<file path="src/rtl/led_flow_sequencer.sv">
`default_nettype none
// ============================================================================
//  Module   : led_flow_sequencer
//  Purpose  : Owns the board LED bank. Divides CLK into a base tick, and from
//             that a step, and advances a multi-LED pattern on each step.
//             The patterns are rotate left, rotate right, ping-pong and
//             all-blink.
//  Ports    : CLK        - system clock, rising edge
//             RSTn       - synchronous active-low reset
//             En         - run request (level)
//             Mode[1:0]  - 00 rot left, 01 rot right, 10 ping-pong, 11 blink
//             Speed[1:0] - step period = TICK_DIV * 2^Speed cycles
//             LED_out    - LED drive, 1 = lit (registered)
//             Step_pulse - high for the one cycle a new pattern is presented
//             Busy       - high while running
//  Revision : 1.0 - initial release
// ============================================================================
module led_flow_sequencer #(
    parameter int N_LED    = 4,
    parameter int TICK_DIV = 5_000_000
) (
    input  logic             CLK,
    input  logic             RSTn,
    input  logic             En,
    input  logic [1:0]       Mode,
    input  logic [1:0]       Speed,
    output logic [N_LED-1:0] LED_out,
    output logic             Step_pulse,
    output logic             Busy
);

    localparam int PW = (TICK_DIV > 1) ? $clog2(TICK_DIV) : 1;
    localparam logic [PW-1:0] C_PRESC_MAX = PW'(TICK_DIV - 1);
    localparam logic          C_DIR_UP    = 1'b1;
    localparam logic          C_DIR_DOWN  = 1'b0;

    typedef enum logic [0:0] {
        S_IDLE = 1'b0,
        S_RUN  = 1'b1
    } state_t;

    state_t           r_state;
    logic [N_LED-1:0] r_led;
    logic             r_step;
    logic             r_busy;
    logic [PW-1:0]    r_presc;
    logic [2:0]       r_cnt;
    logic             r_dir;
    logic [1:0]       r_mode;
    logic [1:0]       r_speed;

    logic             w_tick;
    logic [2:0]       w_cnt_last;
    logic             w_step;
    logic [N_LED-1:0] w_init;
    logic [N_LED-1:0] w_next;
    logic             w_next_dir;

    // Base tick on the last prescaler count; a step is the base tick that
    // closes a group of 2^Speed ticks.
    assign w_tick = (r_presc == C_PRESC_MAX);

    always_comb begin
        w_cnt_last = 3'd0;
        case (r_speed)
            2'd0:    w_cnt_last = 3'd0;
            2'd1:    w_cnt_last = 3'd1;
            2'd2:    w_cnt_last = 3'd3;
            default: w_cnt_last = 3'd7;
        endcase
    end

    assign w_step = w_tick && (r_cnt == w_cnt_last);

    // Pattern loaded when leaving IDLE, from the live Mode input.
    always_comb begin
        w_init = '0;
        case (Mode)
            2'b01:   w_init = {1'b1, {(N_LED-1){1'b0}}};
            2'b11:   w_init = '1;
            default: w_init = {{(N_LED-1){1'b0}}, 1'b1};
        endcase
    end

    // Next pattern on a step, from the latched mode.
    always_comb begin
        w_next     = r_led;
        w_next_dir = r_dir;
        case (r_mode)
            2'b00: w_next = {r_led[N_LED-2:0], r_led[N_LED-1]};
            2'b01: w_next = {r_led[0], r_led[N_LED-1:1]};
            2'b10: begin
                // Direction flips on the step that lands on an end bit, so the
                // next step already heads back (no dwell at the ends).
                if (r_dir == C_DIR_UP) begin
                    w_next     = r_led << 1;
                    w_next_dir = r_led[N_LED-2] ? C_DIR_DOWN : C_DIR_UP;
                end else begin
                    w_next     = r_led >> 1;
                    w_next_dir = r_led[1] ? C_DIR_UP : C_DIR_DOWN;
                end
            end
            default: w_next = ~r_led;
        endcase
    end

    always_ff @(posedge CLK) begin
        if (!RSTn) begin
            r_state <= S_IDLE;
            r_led   <= '0;
            r_step  <= 1'b0;
            r_busy  <= 1'b0;
            r_presc <= '0;
            r_cnt   <= 3'd0;
            r_dir   <= C_DIR_UP;
            r_mode  <= 2'b00;
            r_speed <= 2'b00;
        end else begin
            case (r_state)
                S_IDLE: begin
                    r_step <= 1'b0;
                    if (En) begin
                        r_mode  <= Mode;
                        r_speed <= Speed;
                        r_led   <= w_init;
                        r_presc <= '0;
                        r_cnt   <= 3'd0;
                        r_dir   <= C_DIR_UP;
                        r_busy  <= 1'b1;
                        r_state <= S_RUN;
                    end else begin
                        r_led  <= '0;
                        r_busy <= 1'b0;
                    end
                end
                S_RUN: begin
                    if (!En) begin
                        // Stop wins over a coinciding step.
                        r_state <= S_IDLE;
                        r_led   <= '0;
                        r_busy  <= 1'b0;
                        r_step  <= 1'b0;
                        r_presc <= '0;
                        r_cnt   <= 3'd0;
                        r_dir   <= C_DIR_UP;
                    end else begin
                        r_step  <= w_step;
                        r_presc <= w_tick ? '0 : r_presc + 1'b1;
                        if (w_tick) begin
                            r_cnt <= w_step ? 3'd0 : r_cnt + 3'd1;
                        end
                        if (w_step) begin
                            r_led <= w_next;
                            r_dir <= w_next_dir;
                        end
                    end
                end
                default: r_state <= S_IDLE;
            endcase
        end
    end

    assign LED_out    = r_led;
    assign Step_pulse = r_step;
    assign Busy       = r_busy;

endmodule
`default_nettype wire

</file>
<file path="config.mk">
export PLATFORM = sky130hd
export DESIGN_NAME = led_flow_sequencer
export DESIGN_NICKNAME = d
export VERILOG_FILES = /design/src/rtl/led_flow_sequencer.sv
export SDC_FILE = /design/constraint.sdc
export NUM_CORES = 1
export LEC_CHECK = 0
export CAP_MARGIN = 10
export CORE_ASPECT_RATIO = 1.5
export CORE_UTILIZATION = 29
export DETAILED_ROUTE_END_ITERATION = 8
export GPL_TIMING_DRIVEN = 0
export MAX_ROUTING_LAYER = met4
export SLEW_MARGIN = 10
export SYNTH_ARGS = -nofsm -noshare
export SYNTH_HDL_FRONTEND = slang
export SYNTH_SLANG_ARGS = --single-unit
</file>
<file path="constraint.sdc">
create_clock -name CLK -period 5.6 [get_ports CLK]
set_input_delay 1.12 -clock CLK [delete_from_list [all_inputs] [get_ports CLK]]
set_output_delay 1.12 -clock CLK [all_outputs]
set_load 0.005 [all_outputs]
</file>
=== Yosys cells after proc, flatten, opt, wreduce, memory -nomap -nowiden ===
Cells that the tools add are included.

* Logic and storage cells: 62
* Output and inout port bits: 6
* Register bits after elaboration: 38
* Input bits: 7

* Bitwise logic cells: 2
* Equal/unequal tests: 13
* Reductions and logical operators: 6
* Add/subtract/negate cells: 2
* Muxes and demuxes: 30

{| class="wikitable"
|+ Operators with widths
! operator !! number
|-
| 23-bit two-way mux || 3
|-
| 23-bit case mux with 2 select lines || 1
|-
| 23-bit by 1-bit adder with 23-bit output (second input constant) || 1
|-
| 23-bit == test (second input constant) || 1
|-
| 4-bit two-way mux || 4
|-
| 4-bit case mux with 2 select lines || 2
|-
| 3-bit two-way mux || 4
|-
| 4-bit case mux with 3 select lines || 1
|-
| 1-bit two-way mux || 10
|-
| 3-bit by 2-bit != test with 1-bit output (second input constant) || 3
|-
| 3-bit case mux with 3 select lines || 1
|-
| 2-bit by 1-bit == test with 1-bit output (second input constant) || 3
|-
| 2-bit == test (second input constant) || 3
|-
| 1-bit case mux with 2 select lines || 3
|-
| 3-bit case mux with 2 select lines || 1
|-
| 2-bit logical NOT || 2
|-
| 2-bit != test (second input constant) || 2
|-
| 4-bit NOT || 1
|-
| 2-bit AND reduction || 2
|-
| 3-bit by 1-bit adder with 3-bit output (second input constant) || 1
|-
| 3-bit == test || 1
|-
| 3-bit AND reduction || 1
|-
| 1-bit logical AND || 1
|-
| 1-bit NOT || 1
|}

=== Depth between registers and ports, before layout ===
Gate-level depths: netlist of run 1.

* Depth after elaboration: 8
* Depth in mapped cells: 7
* Depth with buffers taken out: 6

=== Worst setup path after synthesis of run 1 ===
Ideal clock, no wire load.

* Kind: input port to flip-flop
* Start point: input port RSTn
* End point: register r_presc[10]
* Path buffers: 3
* Arrival: 2.206 ns
* Stages: 7
* Slack: 3.325 ns
* Setup time: 0.070 ns
* Data required time: 5.530 ns
* Cell sequence: buf_6 > inv_1 > clkbuf_1 > nor3_1 > clkbuf_1 > a21oi_1 > a21oi_1

{| class="wikitable"
|+ RTL lines
! what !! RTL line !! source
|-
| start: declaration || 23 || <nowiki>input logic RSTn,</nowiki>
|-
| end signal: assignment || 148 || <nowiki>r_presc <= w_tick ? '0 : r_presc + 1'b1;</nowiki>
|-
| end: declaration || 46 || <nowiki>logic [PW-1:0] r_presc;</nowiki>
|}

=== Worst setup path in the final report of run 1 ===
* Start point: input port En
* End point: register r_presc[22]

* Cells in the longest elaborated chain, start to end: 2
* Elaborated cells on any way between the ends: 3
* Those cells by class: eq/ne: 1; mux: 2

{| class="wikitable"
|+ Ends and longest elaborated chain
! what !! RTL line !! source
|-
| start: declaration || 24 || <nowiki>input logic En,</nowiki>
|-
| 23-bit two-way mux || 137 || <nowiki>if (!En) begin</nowiki>
|-
| 23-bit case mux with 2 select lines || 119 || <nowiki>case (r_state)</nowiki>
|}

Several ways; a longest one is shown, not always the timed one.
A chain may end at the register's enable or synchronous reset.

==> results of run 1 <==
==> kinds of logic after synthesis <==
family | Yosys count | share of synthesized area
muxes | 6 | 0.0280
buffers and inverters | 26 | 0.0542
AOI/OAI and AO/OA | 76 | 0.235
adders and majority gates | 2 | 0.0116
and+or+nand+nor | 117 | 0.297
xor gates and xnor gates | 5 | 0.0204
DFF | 38 | 0.354
==> per-stage QoR <==
stage,utilization,area (sq um)
after floorplan,-,2150
after global routing,0.343,2460
final,0.343,2460
after detailed placement,0.332,2380
after global placement,0.332,2380
after CTS,0.343,2460
==> registers in the layout (all words and copies together), names as in the netlist <==
register    flops
r_cnt           3
r_presc        23
r_dir           1
Step_pulse      1
r_speed         2
Busy            1
LED_out         4
r_mode          2
r_state         1
==> metal layers <==
layer,global-route usage,part of all wire,vias to the layer above
met5,-,0,-
met4,0.0672,0.027,0
met3,0.0290,0.033,10
met2,0.262,0.52,38
met1,0.157,0.42,944
li1,-,-,1028
==> synth_stat cells (3+ instances only) <==
master and n:
sky130_fd_sc_hd__a21o_1 3, sky130_fd_sc_hd__a21oi_1 17, sky130_fd_sc_hd__a31oi_1 13, sky130_fd_sc_hd__and2_1 5, sky130_fd_sc_hd__and4_1 3, sky130_fd_sc_hd__clkbuf_1 13, sky130_fd_sc_hd__dfxtp_1 38, sky130_fd_sc_hd__inv_1 8
sky130_fd_sc_hd__mux2i_1 6, sky130_fd_sc_hd__nand2_1 28, sky130_fd_sc_hd__nand2b_1 3, sky130_fd_sc_hd__nand3_1 8, sky130_fd_sc_hd__nand4_1 9, sky130_fd_sc_hd__nor2_1 21, sky130_fd_sc_hd__nor2b_1 4, sky130_fd_sc_hd__nor3_1 10
sky130_fd_sc_hd__nor3b_1 3, sky130_fd_sc_hd__nor4_1 3, sky130_fd_sc_hd__o21ai_0 19, sky130_fd_sc_hd__o21ba_2 3, sky130_fd_sc_hd__o31ai_1 3, sky130_fd_sc_hd__or3_1 3, sky130_fd_sc_hd__xnor2_1 3
==> worst paths after layout <==
kind                      startpoint                       end  slack, ns  cells past startpoint
max                               En  r_presc[22]$_SDFFE_PN0P_       2.81                      7
max reg2reg  r_presc[0]$_SDFFE_PN0P_   r_presc[8]$_SDFFE_PN0P_       3.12                      7
min reg2reg        Busy$_SDFFE_PN0P_         Busy$_SDFFE_PN0P_       0.45                      2
min                Busy$_SDFFE_PN0P_         Busy$_SDFFE_PN0P_       0.45                      2
==> worst min-delay path, stage by stage, from the launching register on <==
cell and delay (ns):
sky130_fd_sc_hd__dfxtp_1 0.31, sky130_fd_sc_hd__inv_1 0.05, sky130_fd_sc_hd__a21oi_1 0.05
==> layout make-up <==
cell class / count / area [sq um]
buffer: 18 / 86.3
timing repair buffer: 11 / 110
inverter: 8 / 30.0
sequential: 38 / 761
multi-input combinational: 206 / 1270
tap: 100 / 125
fill: 761 / 4720
clock buffer: 7 / 76.3
==> where the power goes <==
part	switching (uW)	internal [uW]	leakage [uW]	total, uW
clock	92.5	85.8	0.0000383	178
combinational	23.5	17.9	0.000487	41.4
sequential	4.88	274	0.000308	279
total	121	378	0.000833	499
==> results.txt, run 1 <==
The power density normalized to cell area is 203 nW/um^2. The slowest stage of the critical path belongs to the cell sky130_fd_sc_hd__clkdlybuf4s50_1. Clock tree synthesis selected as its root buffer the cell sky130_fd_sc_hd__clkbuf_8. The count of H-tree levels built during CTS came out at 2. The number of clock sinks came out at 38.

The timing-limited maximum frequency is 358 MHz. The number of standard cells in the final layout excluding fillers is 388. The die extent in x is 72.3 um. The DRC violation total after the first TritonRoute iteration came out at 116. The worst hold margin came out at 0.451 ns.

The max-slew violation count is 0. The die height came out at 107 um. In this design, the stage delay of the slowest critical-path cell is 0.57 ns.

The number of placed instances with taps included came out at 381. The number of gates resized after cts came out at 0. The top cell type's share of synthesized area is 0.354. After synthesis, the netlist uses 57 different library cells. Relative to the synthesized area, the layout overhead comes to 14.5%. The remaining max-slew budget at the tightest pin came out at 0.593.

Counting every net in the synthesized netlist gives 279. The cell taking the most area after synthesis is sky130_fd_sc_hd__dfxtp_1. Setup repair after global routing left no endpoint under its margin. In this run the static leakage power is 0.000833 uW. The placer's final routability congestion estimate came out at 0.854. The number of antenna violations at the first check in global routing came out at 0. Walking the worst path, the cells encountered are clkdlybuf4s50_1, and2_1, nand2_1, a21oi_1, clkbuf_1, o21ai_0, a31oi_1. The post-place setup slack came out at 2.51 ns. For this run the aggregate overflow at the end of global routing stands at 0. The kind of start point of the critical path is an input port. The top cell types in the final layout, fill and taps aside, are sky130_fd_sc_hd__dfxtp_1, sky130_fd_sc_hd__nand2_1, sky130_fd_sc_hd__nor2_1, sky130_fd_sc_hd__o21ai_0, sky130_fd_sc_hd__a21oi_1. The mean area per synthesized cell is 7.96 sq um. The number of rows in the core area is 38. After layout, the minimum clock period comes to 2.79 ns. The critical path in this run is classified as input port to flop. STA classifies the critical path endpoint as a flop. The count of mapped cells out of synthesis is 270. Counting flops with an async set or reset pin after synthesis yields a share of 0.

The number of hold violations in the final report came out at 0. The sequential-to-total area share from yosys stat came out at 0.354. Clock-pin slew was measured on the worst setup and hold paths at 0.07 ns. By area the synthesized netlist is led by sky130_fd_sc_hd__dfxtp_1, sky130_fd_sc_hd__nand2_1, sky130_fd_sc_hd__o21ai_0. The final worst-path setup slack is 2.81 ns.

The number of enable-type register cells in the synthesized netlist came out at 0. TritonCTS built the clock tree. The overall die area came out at 7760 sq um. The post-route fraction of the period consumed by the critical path came out at 0.499.

The total negative setup slack is 0 ns. VDD sags by at most 79.7 uV. After detailed routing, the number of vias per cell comes to 5.21. The tightest min-delay check is of the flop to flop type. Along the worst path, the maximum fanout reaches 10. The first detailed-routing pass ran for 4 iterations. In the final layout, the share of cells above drive strength 1 is 0.0764.

In this design, the largest share of critical-path delay is due to buffers and inverters. After clock tree synthesis, the flow added hold-fix buffers numbering 0. The count of buffers added by post-CTS timing repair for setup came out at 0. The maximum number of pins on one net before global-route repair came out at 11. The synthesis warning total came out at 0.

The critical path buffer and inverter count came out at 2. For the pin with the worst max-slew slack, the measured transition is 0.606 ns. The number of max-capacitance violations reported came out at 0. In this run the remaining antenna-violating nets after routing total 0. The initial utilization of the core area, before any placement, comes to 0.299. The flow ran to the end, and the final reports show no timing, DRC or antenna violations. The later-pin clock latency in the skew report came out at 0.29 ns.

The placeable core area is 7180 sq um. The number of ports placed on the die boundary came out at 13. The synthesized netlist occupies a cell area of 2150 sq um. The worst-case clock buffer depth is 2. The global router's overall resource usage came out at 0.148. The total via count in the routed design is 2020. The data arrival time of the worst path came out at 3.01 ns. The half-perimeter wire length after detailed placement came out at 3.84 mm. The clock skew came out at 0.00423 ns.

The flip-flop and latch count after synthesis came out at 38. The most used flip-flop cell after synthesis is sky130_fd_sc_hd__dfxtp_1. The design draws 499 uW.

Leaving out fill and tap cells, the most frequent cell in the layout is sky130_fd_sc_hd__dfxtp_1. The total of buffers placed on input and output ports came out at 11. Setup violations remaining at the end of the flow were counted as 0. The number of clock buffers added by TritonCTS is 5. The number of antenna repair diodes came out at 0. The number of global-route vias before repair came out at 1914.

The final layout contains 297 nets. Wires add up to 5.19 mm. After detailed routing, the number of remaining DRC violations is 0.

The worst endpoint required time is 5.82 ns. The global-route wire length before repair came out at 8.80 mm. The final routed wire length divided by cell count came out at 13.4 um.
Note: power is estimated with default switching activity, not from simulation.
==> run 2, diff against run 1 <==
clock period = 2.65 ns   (was 5.6 ns; I/O delays follow)
==> results of run 2 <==
The final DEF is identical to that of run 1. Status: complete, no violations.
Main changes from that run: setup slack after placement 2.51 ns -> 0.146 ns; setup slack after layout 2.81 ns -> 0.169 ns; hold slack 0.451 ns -> 0.448 ns; start point of the critical path En -> r_presc[0]$_SDFFE_PN0P_; end point of the critical path r_presc[22]$_SDFFE_PN0P_ -> r_presc[8]$_SDFFE_PN0P_; register-to-register setup slack 3.12 ns -> 0.17 ns; end point of the worst hold path Busy$_SDFFE_PN0P_ -> r_dir$_SDFFE_PN1P_; total power 499 uW -> 1050 uW; worst IR drop on VDD 79.7 uV -> 168 uV
==> run 3, diff against run 2 <==
CTS_CLUSTER_SIZE = 28   (was default)
==> results of run 3 <==
The final DEF is identical to that of run 1. Status: complete, no violations.
Main changes from that run: setup slack after placement 2.51 ns -> 0.146 ns; setup slack after layout 2.81 ns -> 0.169 ns; hold slack 0.451 ns -> 0.448 ns; start point of the critical path En -> r_presc[0]$_SDFFE_PN0P_; end point of the critical path r_presc[22]$_SDFFE_PN0P_ -> r_presc[8]$_SDFFE_PN0P_; register-to-register setup slack 3.12 ns -> 0.17 ns; end point of the worst hold path Busy$_SDFFE_PN0P_ -> r_dir$_SDFFE_PN1P_; total power 499 uW -> 1050 uW; worst IR drop on VDD 79.7 uV -> 168 uV
